### src/rtl/bin2bcd_seq.sv
// Iterative binary-to-BCD converter (shift-and-add-3), one input bit per clock,
// with start/busy/done handshake, optional sign handling, overflow and leading-zero mask.
module bin2bcd_seq #(
    parameter int unsigned WIDTH    = 16,
    parameter int unsigned DIGITS   = 5,
    parameter bit          SIGNED   = 1'b1,
    parameter bit          BLANK_LZ = 1'b1
) (
    input  logic                  clk,
    input  logic                  rst,
    input  logic                  start,
    input  logic [WIDTH-1:0]      bin,
    output logic                  busy,
    output logic                  done,
    output logic [DIGITS*4-1:0]   bcd,
    output logic [3:0]            bcd_sgn,
    output logic [DIGITS-1:0]     blank_mask,
    output logic                  overflow
);

    localparam int unsigned BW = DIGITS * 4;
    localparam int unsigned CW = $clog2(WIDTH + 1);
    localparam logic [3:0]  SGN_NEG = 4'b1010;
    localparam logic [3:0]  SGN_POS = 4'b1111;

    typedef enum logic [1:0] {
        S_IDLE   = 2'd0,
        S_SHIFT  = 2'd1,
        S_FINISH = 2'd2
    } state_t;

    state_t              r_state;
    state_t              w_next;
    logic [WIDTH-1:0]    r_sr;
    logic [BW-1:0]       r_acc;
    logic [CW-1:0]       r_cnt;
    logic                r_neg;
    logic                r_ovf;

    logic                w_neg;
    logic [WIDTH-1:0]    w_mag;
    logic [BW-1:0]       w_adj;
    logic [BW-1:0]       w_acc_next;
    logic                w_carry;
    logic [DIGITS-1:0]   w_mask;
    logic [DIGITS-1:0]   w_mask_rst;

    // State register
    always_ff @(posedge clk) begin
        if (rst) begin
            r_state <= S_IDLE;
        end else begin
            r_state <= w_next;
        end
    end

    // Next-state logic
    always_comb begin
        w_next = r_state;
        case (r_state)
            S_IDLE:   if (start) w_next = S_SHIFT;
            S_SHIFT:  if (r_cnt == CW'(WIDTH - 1)) w_next = S_FINISH;
            S_FINISH: w_next = S_IDLE;
            default:  w_next = S_IDLE;
        endcase
    end

    // Magnitude of the input; the most-negative value maps to 2^(WIDTH-1)
    always_comb begin
        w_neg = SIGNED && bin[WIDTH-1];
        w_mag = w_neg ? (~bin + WIDTH'(1)) : bin;
    end

    // Add-3 adjust of every digit above 4, then shift in the next magnitude bit
    always_comb begin
        w_adj = r_acc;
        for (int k = 0; k < int'(DIGITS); k++) begin
            if (r_acc[k*4 +: 4] > 4'd4) begin
                w_adj[k*4 +: 4] = r_acc[k*4 +: 4] + 4'd3;
            end
        end
        w_carry    = w_adj[BW-1];
        w_acc_next = {w_adj[BW-2:0], r_sr[WIDTH-1]};
    end

    // Leading-zero mask: digit k blanked when it and all higher digits are zero
    always_comb begin
        logic all_zero;
        all_zero   = 1'b1;
        w_mask     = '0;
        w_mask_rst = '0;
        for (int k = int'(DIGITS) - 1; k >= 0; k--) begin
            all_zero      = all_zero && (r_acc[k*4 +: 4] == 4'd0);
            w_mask[k]     = BLANK_LZ && all_zero && (k != 0);
            w_mask_rst[k] = BLANK_LZ && (k != 0);
        end
    end

    // Datapath and registered outputs
    always_ff @(posedge clk) begin
        if (rst) begin
            busy       <= 1'b0;
            done       <= 1'b0;
            bcd        <= '0;
            bcd_sgn    <= SGN_POS;
            blank_mask <= w_mask_rst;
            overflow   <= 1'b0;
            r_sr       <= '0;
            r_acc      <= '0;
            r_cnt      <= '0;
            r_neg      <= 1'b0;
            r_ovf      <= 1'b0;
        end else begin
            done <= 1'b0;
            case (r_state)
                S_IDLE: begin
                    if (start) begin
                        busy  <= 1'b1;
                        r_sr  <= w_mag;
                        r_neg <= w_neg;
                        r_acc <= '0;
                        r_cnt <= '0;
                        r_ovf <= 1'b0;
                    end
                end
                S_SHIFT: begin
                    r_acc <= w_acc_next;
                    r_sr  <= {r_sr[WIDTH-2:0], 1'b0};
                    r_cnt <= r_cnt + CW'(1);
                    r_ovf <= r_ovf | w_carry;
                end
                S_FINISH: begin
                    bcd        <= r_acc;
                    bcd_sgn    <= r_neg ? SGN_NEG : SGN_POS;
                    overflow   <= r_ovf;
                    blank_mask <= w_mask;
                    done       <= 1'b1;
                    busy       <= 1'b0;
                end
                default: begin
                    busy <= 1'b0;
                end
            endcase
        end
    end

endmodule

### config.mk
export PLATFORM = sky130hd
export DESIGN_NAME = bin2bcd_seq
export DESIGN_NICKNAME = d
export VERILOG_FILES = /design/src/rtl/bin2bcd_seq.sv
export SDC_FILE = /design/constraint.sdc
export NUM_CORES = 1
export LEC_CHECK = 0
export CORE_ASPECT_RATIO = 0.7
export CORE_MARGIN = 2
export CORE_UTILIZATION = 50
export CTS_CLUSTER_DIAMETER = 40
export CTS_CLUSTER_SIZE = 8
export DETAILED_ROUTE_END_ITERATION = 16
export PLACE_DENSITY = 0.75
export SETUP_SLACK_MARGIN = 0.5
export SLEW_MARGIN = 20
export SYNTH_ARGS = -nofsm -noshare
export SYNTH_HDL_FRONTEND = slang
export SYNTH_SLANG_ARGS = --single-unit
### constraint.sdc
create_clock -name clk -period 2.9 [get_ports clk]
set_input_delay 0.29 -clock clk [delete_from_list [all_inputs] [get_ports clk]]
set_output_delay 0.29 -clock clk [all_outputs]
set_load 0.01 [all_outputs]
==> metrics.log, run 1 <==
INFO  metric outcome = finished, final reports clean
INFO  metric detailedRoute.firstIterationViolations = 128
INFO  metric drt_first_pass_iters = 4
INFO  metric ir_worst_vdd = 232 uV
INFO  metric critical_path.most_common_cell = sky130_fd_sc_hd__inv_1
INFO  metric grt.total_usage = 0.209
INFO  metric syn2layout_area_growth = 19.8%
INFO  metric grt_pass1_wl = 12400 um
INFO  metric maxSlewViolCount = 0
INFO  metric share_of_flip_flops_with_an_asynchronous_set_or_reset = 0
INFO  metric synth-compound-area-share = 0.206
INFO  metric power_frac_clock = 0.346
INFO  metric timing_hold_violations_final = 0
INFO  metric critical_path_required_time = 3150 ps
INFO  metric detail_route.drc_violations = 0
INFO  metric boundaryPins = 51
INFO  metric layout.nets = 478
INFO  metric critical-path-max-stage-delay = 480 ps
INFO  metric post_cts_resize_count = 0
INFO  metric core-area = 0.00634 mm^2
INFO  metric ratio_of_cells_with_drive_above_1_in_the_final_layout = 0.0614
INFO  metric rsz0062_at_grt = false
INFO  metric net-switching-power = 0.000475 W
INFO  metric globalRoute.totalOverflow = 0
INFO  metric flip_flop_cell_with_the_highest_count_after_synthesis = sky130_fd_sc_hd__dfxtp_1
INFO  metric synth_common_cells = sky130_fd_sc_hd__dfxtp_1, sky130_fd_sc_hd__nand2_1, sky130_fd_sc_hd__a21oi_1
INFO  metric syn-mean-instance-area = 8.03 um^2
INFO  metric seq_power_share = 0.552
INFO  metric largest_family_of_logic_cells_by_synthesized_area = compound AO/OA/AOI/OAI gates
INFO  metric postPlaceCellArea = 0.00385 mm^2
INFO  metric post_synth_top_area_cell = sky130_fd_sc_hd__dfxtp_1
INFO  metric synth_largest_type_area_fraction = 0.436
INFO  metric synth_xor_area_frac = 0.0471
INFO  metric timing.final.setup_violations = 0
INFO  metric crit_path_cell_trace = inv_1 > ha_1 > inv_1 > nor4_1 > nand3_1 > or4_1 > o41ai_1
INFO  metric timing.slew.headroom = 0.335
INFO  metric postRouteWirelength = 7520 um
INFO  metric clk-insertion-delay-late = 340 ps
INFO  metric fp.dieArea = 0.00738 mm^2
INFO  metric synth_seq_cells = 73
INFO  metric antenna_found_initial = 0
INFO  metric power.density_cell_area = 469 mW/mm^2
INFO  metric fillers = 527
INFO  metric cts_max_level = 3
INFO  metric worst-endpoint-arrival = 2360 ps
INFO  metric critical_path.slowest_cell = sky130_fd_sc_hd__or4_1
INFO  metric crit_path_max_fanout = 5
INFO  metric yosys.cell_count.top_type = sky130_fd_sc_hd__dfxtp_1
INFO  metric post_synth_fa_ha_maj_area_fraction = 0.0299
INFO  metric synth_top_cells_by_area = sky130_fd_sc_hd__dfxtp_1, sky130_fd_sc_hd__a21oi_1, sky130_fd_sc_hd__nand2_1, sky130_fd_sc_hd__a22oi_1, sky130_fd_sc_hd__nor2_1
INFO  metric timing.setup.tns = 0 ps
INFO  metric clockBufferDepth = 2
INFO  metric root_buffer = sky130_fd_sc_hd__clkbuf_8
INFO  metric pwr-share-comb = 0.101
INFO  metric power.leakage = 1.43 nW
INFO  metric finalCriticalPeriod = 2110 ps
INFO  metric post_synth_instance_area = 0.00335 mm^2
INFO  metric cts.clk_slew.worst_paths = 70 ps
INFO  metric fin_crit_sh = 0.728
INFO  metric initial_utilization = 0.528
INFO  metric num_rows = 24
INFO  metric netlist-cell-type-count = 40
INFO  metric postCtsHoldBufs = 0
INFO  metric tritoncts.num_buffers = 9
INFO  metric switching_share = 0.253
INFO  metric ant_nets = 0
INFO  metric post_synth_and_or_nand_nor_area_fraction = 0.198
INFO  metric vias_per_cell = 5.43
INFO  metric floorplan_die_height = 72.5 um
INFO  metric numPortBuffers = 47
INFO  metric worstSetupEndpointType = flop
INFO  metric hold_class = flop to flop
INFO  metric grt_pass1_vias = 2764
INFO  metric fmax = 474 MHz
INFO  metric grt_start_max_net_pins = 55
INFO  metric worst_clock_skew = 4.66 ps
INFO  metric max_cap_violations = 0
INFO  metric insertedDiodeCount = 0
INFO  metric synth_mux_area_frac = 0.0179
INFO  metric synth_warnings = 0
INFO  metric wire_per_inst = 13.7 um
INFO  metric chipWidth = 102 um
INFO  metric post_cts.repair.setup_buffers = 0
INFO  metric clock-sinks = 73
INFO  metric syn-instance-count = 417
INFO  metric cellInternalPower = 0.00141 W
INFO  metric stdcell_area = 0.00401 mm^2
INFO  metric cts_tree = done
INFO  metric vias = 2971
INFO  metric synth-edff-count = 0
INFO  metric critical_path.startpoint_type = flop
INFO  metric finalWeightedCongestion = 0.829
INFO  metric worstSetupPathType = flop to flop
INFO  metric tightest_slew = 998 ps
INFO  metric register_area_share_after_synthesis = 0.436
INFO  metric dpl.hpwl = 5120 um
[power by group through the flow]
stage	Combinational (W)	Sequential, W	Clock, W
after global routing	0.000208	0.00104	0.000713
after global placement	0.000185	0.00106	0
after CTS	0.000189	0.00104	0.000673
after detailed placement	0.000188	0.00106	0
final	0.000191	0.00104	0.000652
after floorplan	0.000124	0.00106	0
[logic make-up after synthesis]
logic type	Yosys count
flip-flops	73
multiplexers	6
other	2
adder cells (fa/ha/maj)	8
XOR/XNOR	18
buffers and inverters	51
AND/OR/NAND/NOR	147
AO/OA/AOI/OAI	112
[layer usage]
metal | part of all wire | global-route usage
met5 | 0 | 0
met4 | 0.0049 | 0.0405
met3 | 0.041 | 0.0665
met1 | 0.48 | 0.278
met2 | 0.47 | 0.339
[final timing paths]
check	start	end	slack, ps	cells past startpoint
min	bcd[0]	bcd[0]	450	2
max reg2reg	r_acc[16]	blank_mask[1]	790	7
min reg2reg	bcd[0]	bcd[0]	450	2
max	r_acc[16]	blank_mask[1]	790	7
[sequential cells by signal, summed over array words and instances, names as in the netlist]
signal      flops
r_cnt           5
r_acc          20
r_state         2
bcd            20
r_neg           1
r_sr           16
busy            1
bcd_sgn         1
overflow        1
done            1
r_ovf           1
blank_mask      4
[layout make-up]
type | count | area [um^2] | share of cell area
Sequential cell | 73 | 1460 | 0.364
Timing Repair Buffer | 55 | 526 | 0.131
Clock buffer | 12 | 135 | 0.0337
Clock inverter | 4 | 20.0 | 0.00499
Multi-Input combinational cell | 294 | 1690 | 0.421
Tap cell | 91 | 114 | 0.0284
Inverter | 18 | 67.6 | 0.0168
[placed cells by master, fill, tap and decap left out, types with 3 or more instances in the layout]
master	instances
sky130_fd_sc_hd__buf_4	8
sky130_fd_sc_hd__xor2_1	5
sky130_fd_sc_hd__clkbuf_1	3
sky130_fd_sc_hd__clkdlybuf4s50_1	46
sky130_fd_sc_hd__mux2i_1	6
sky130_fd_sc_hd__o31ai_1	5
sky130_fd_sc_hd__clkbuf_8	9
sky130_fd_sc_hd__a21oi_1	59
sky130_fd_sc_hd__o41ai_1	4
sky130_fd_sc_hd__nand2b_1	4
sky130_fd_sc_hd__o22ai_1	3
sky130_fd_sc_hd__xnor2_1	13
sky130_fd_sc_hd__nand3_1	10
sky130_fd_sc_hd__nand2_1	64
sky130_fd_sc_hd__or3_1	7
sky130_fd_sc_hd__clkinv_2	4
sky130_fd_sc_hd__nor2_1	37
sky130_fd_sc_hd__or4_1	4
sky130_fd_sc_hd__inv_1	18
sky130_fd_sc_hd__nor3_1	6
sky130_fd_sc_hd__ha_1	8
sky130_fd_sc_hd__o21ai_0	12
sky130_fd_sc_hd__a22oi_1	20
sky130_fd_sc_hd__dfxtp_1	73
sky130_fd_sc_hd__conb_1	3
sky130_fd_sc_hd__a221oi_1	3
[metrics by stage]
step           total power (W)  hold slack [ps]  setup WS, ps   util  cells
2_1_floorplan          0.00118              432          1100      -    418
3_3_place_gp           0.00125              442           559  0.608    531
3_5_place_dp           0.00125              448           464  0.608    531
4_1_cts                0.00190              457           774  0.633    547
5_1_grt                0.00196              471           618  0.633    547
6_report               0.00188              455           790  0.633    547
[critical path, delay by kind of cell, from the launching register on]
family                   cells  cell delay (ps)
AND/OR/NAND/NOR              3             1080
flip-flops                   1              360
adder cells (fa/ha/maj)      1              220
buffers and inverters        2              140
AO/OA/AOI/OAI                1              230
(Power assumes the default switching activity.)
==> run 2: changes to the inputs <==
--- a/config.mk
+++ b/config.mk
@@ -7,7 +7,7 @@
 export LEC_CHECK = 0
 export CORE_ASPECT_RATIO = 0.7
 export CORE_MARGIN = 2
-export CORE_UTILIZATION = 50
+export CORE_UTILIZATION = 48
 export CTS_CLUSTER_DIAMETER = 40
 export CTS_CLUSTER_SIZE = 8
 export DETAILED_ROUTE_END_ITERATION = 16
==> constraint.sdc (replaced) <==
create_clock -name clk -period 1.7 [get_ports clk]
set_input_delay 0.17 -clock clk [delete_from_list [all_inputs] [get_ports clk]]
set_output_delay 0.17 -clock clk [all_outputs]
set_load 0.01 [all_outputs]
==> metrics.log, run 2 (synthesis results as in run 1) <==
INFO  metric outcome = complete, but fails checks
INFO  metric violations = negative setup slack
INFO  metric layout.nets = 556 (+16%)
INFO  metric worstSetupEndpointType = flop
INFO  metric grt_start_max_net_pins = 48 (-13%)
INFO  metric critical-path-max-stage-delay = 480 ps (about the same)
INFO  metric timing.slew.headroom = 0.571 (+0.237)
INFO  metric numPortBuffers = 47 (unchanged)
INFO  metric fp.dieArea = 0.00767 mm^2 (+4.0%)
INFO  metric critical_path.slowest_cell = sky130_fd_sc_hd__or4_4
INFO  metric clock-sinks = 73 (unchanged)
INFO  metric power.leakage = 2.30 nW (+60%)
INFO  metric holdPathEnd = r_sr[0]
INFO  metric setup_ws = -136 ps (-926 ps)
INFO  metric clk-insertion-delay-late = 370 ps (+30 ps)
INFO  metric stdcell_area = 0.00563 mm^2 (+40%)
INFO  metric detailedRoute.firstIterationViolations = 418 (+230%)
INFO  metric clockBufferDepth = 2 (unchanged)
INFO  metric fillers = 328 (-38%)
INFO  metric postRouteWirelength = 14800 um (+97%)
INFO  metric vias = 4007 (+35%)
INFO  metric antenna_found_initial = 0 (unchanged)
INFO  metric crit_buf_inv = 2 (unchanged)
INFO  metric initial_utilization = 0.496 (-0.0329)
INFO  metric timing_hold_violations_final = 0 (unchanged)
INFO  metric tritoncts.num_buffers = 9 (unchanged)
INFO  metric grt_pass1_wl = 17800 um (+43%)
INFO  metric hold_path_depth = 4 (+2)
INFO  metric cpLargestDelayFamily = simple AND/OR/NAND/NOR gates
INFO  metric finalCriticalPeriod = 1840 ps (-274 ps)
INFO  metric r2r-end = blank_mask[1]
INFO  metric insertedDiodeCount = 0 (unchanged)
INFO  metric core-area = 0.00676 mm^2 (+6.6%)
INFO  metric timing.final.setup_violations = 9 (+9)
INFO  metric worst_clock_skew = 12.2 ps (+7.50 ps)
INFO  metric cts.clk_slew.worst_paths = 90 ps (+20 ps)
INFO  metric root_buffer = sky130_fd_sc_hd__clkbuf_8
INFO  metric critical_path_required_time = 1970 ps (-1180 ps)
INFO  metric chipWidth = 104 um (+2.0%)
INFO  metric floorplan_die_height = 73.9 um (+1.9%)
INFO  metric hold_path.startpoint = bin[0]
INFO  metric postPlaceCellArea = 0.00419 mm^2 (+8.8%)
INFO  metric ir_worst_vdd = 513 uV (+120%)
INFO  metric rsz0062_at_grt = true
INFO  metric maxSlewViolCount = 0 (unchanged)
INFO  metric grt.total_usage = 0.296 (+0.0871)
INFO  metric crit_path_max_fanout = 2 (-3)
INFO  metric tightest_slew = 643 ps (-355 ps)
INFO  metric drt_first_pass_iters = 5 (+1)
INFO  metric worstSetupPathType = flop to flop
INFO  metric max_cap_violations = 0 (unchanged)
INFO  metric hold_class = primary input to flop
INFO  metric fin_crit_sh = 1.08 (+0.353)
INFO  metric final.hold.worst_slack = 166 ps (-289 ps)
INFO  metric rrSetupSlack = -140 ps (-930 ps)
INFO  metric ratio_of_cells_with_drive_above_1_in_the_final_layout = 0.459 (+0.397)
INFO  metric fmax = 545 MHz (+15%)
INFO  metric most_common_cell_after_layout_fill_and_taps_aside = sky130_fd_sc_hd__dfxtp_1
INFO  metric layout_common_cells = sky130_fd_sc_hd__dfxtp_1, sky130_fd_sc_hd__nand2_1, sky130_fd_sc_hd__buf_6
INFO  metric vias_per_cell = 6.38 (+17%)
INFO  metric layout_top_registers = bcd: 20 flops, r_acc: 20 flops, r_sr: 16 flops
INFO  metric num_rows = 25 (+4.2%)
INFO  metric postCtsHoldBufs = 0 (unchanged)
INFO  metric critical_path.startpoint_type = flop
INFO  metric grt_pass1_vias = 3570 (+29%)
INFO  metric worst-endpoint-arrival = 2100 ps (-260 ps)
INFO  metric reg2regPathDepth = 7 (unchanged)
INFO  metric detail_route.drc_violations = 0 (unchanged)
INFO  metric dpl.hpwl = 5320 um (+3.9%)
INFO  metric cts_max_level = 3 (unchanged)
INFO  metric timing.rr.start = r_acc[16]
INFO  metric power.density_cell_area = 730 mW/mm^2 (+55%)
INFO  metric dpl_worst_slack = -467 ps (-932 ps)
INFO  metric boundaryPins = 51 (unchanged)
INFO  metric syn2layout_area_growth = 68.2%
INFO  metric crit_path_cell_trace = inv_2 > ha_4 > inv_4 > nor4_4 > nand3_2 > or4_4 > o41ai_2
INFO  metric wire_per_inst = 23.6 um (+72%)
INFO  metric ant_nets = 0 (unchanged)
INFO  metric cts_tree = done
INFO  metric globalRoute.totalOverflow = 0 (unchanged)
INFO  metric finalWeightedCongestion = 0.829 (about the same)
run 2: cell count changes in the layout (fill, tap and decap cells not counted), moves of 20 or more:
cell / delta
sky130_fd_sc_hd__a21oi_2: +25
sky130_fd_sc_hd__a22oi_1: -20
sky130_fd_sc_hd__buf_6: +38
sky130_fd_sc_hd__clkdlybuf4s50_1: -41
sky130_fd_sc_hd__buf_4: +28
sky130_fd_sc_hd__a21oi_1: -27
sky130_fd_sc_hd__a22oi_2: +20
sky130_fd_sc_hd__nand2_1: -23
sky130_fd_sc_hd__dlygate4sd2_1: +31
run 2: cell type report:
type | instances | area, um^2 | share of cell area
well taps | 94 | 118 | 0.0209
flip-flops and latches | 73 | 1480 | 0.262
repair buffers | 133 | 1390 | 0.247
multi-input cells | 294 | 2370 | 0.420
clock inverters | 6 | 82.6 | 0.0147
clock buffers | 10 | 128 | 0.0227
inverters | 18 | 70.1 | 0.0124
run 2: per-stage QoR:
stage | total power, W | setup TNS, ps | utilization | instances
2_1_floorplan | 0.00205 | 0 | - | 418
3_3_place_gp | 0.00219 | -3450 | 0.621 | 565
3_5_place_dp | 0.00220 | -4160 | 0.621 | 565
4_1_cts | 0.00386 | 0 | 0.752 | 612
5_1_grt | 0.00420 | -895 | 0.834 | 628
6_report | 0.00411 | -506 | 0.834 | 628
run 2: tightest hold or removal path: stages:
cell                      delay, ps
sky130_fd_sc_hd__buf_6           80
sky130_fd_sc_hd__buf_4          110
sky130_fd_sc_hd__a22oi_2         60
sky130_fd_sc_hd__nor2_1          70
run 2: layer usage:
layer	up-vias	part of all wire	global-route usage
li1	1655	-	-
met1	1877	0.37	0.361
met5	-	0	0
met3	104	0.12	0.0728
met4	0	0.064	0.125
met2	371	0.44	0.512
run 2: worst max path at each step:
stage | from | end | slack [ps] | cells past startpoint
floorplan | bin[6] | r_sr[14] | 90 | 6
global placement | bin[1] | r_sr[14] | -390 | 8
detailed placement | bin[1] | r_sr[14] | -470 | 8
CTS | r_acc[17] | blank_mask[1] | 50 | 7
global route | r_acc[17] | blank_mask[1] | -140 | 7
finish | r_acc[16] | blank_mask[1] | -140 | 7
run 2: where the power goes:
group	internal, W	leakage [nW]	switching (W)	total, W
sequential	0.00175	0.597	0.0000441	0.00179
clock	0.000820	0.106	0.000711	0.00153
combinational	0.000391	1.60	0.000396	0.000786
run 2: what timing repair did:
action                     4_1_cts  5_1_grt
hold endpoints to repair         0        0
setup endpoints to repair       76       73
pin swaps                       59       37
cloned                           5        3
gates resized for setup        159      110
buffers inserted                26       13
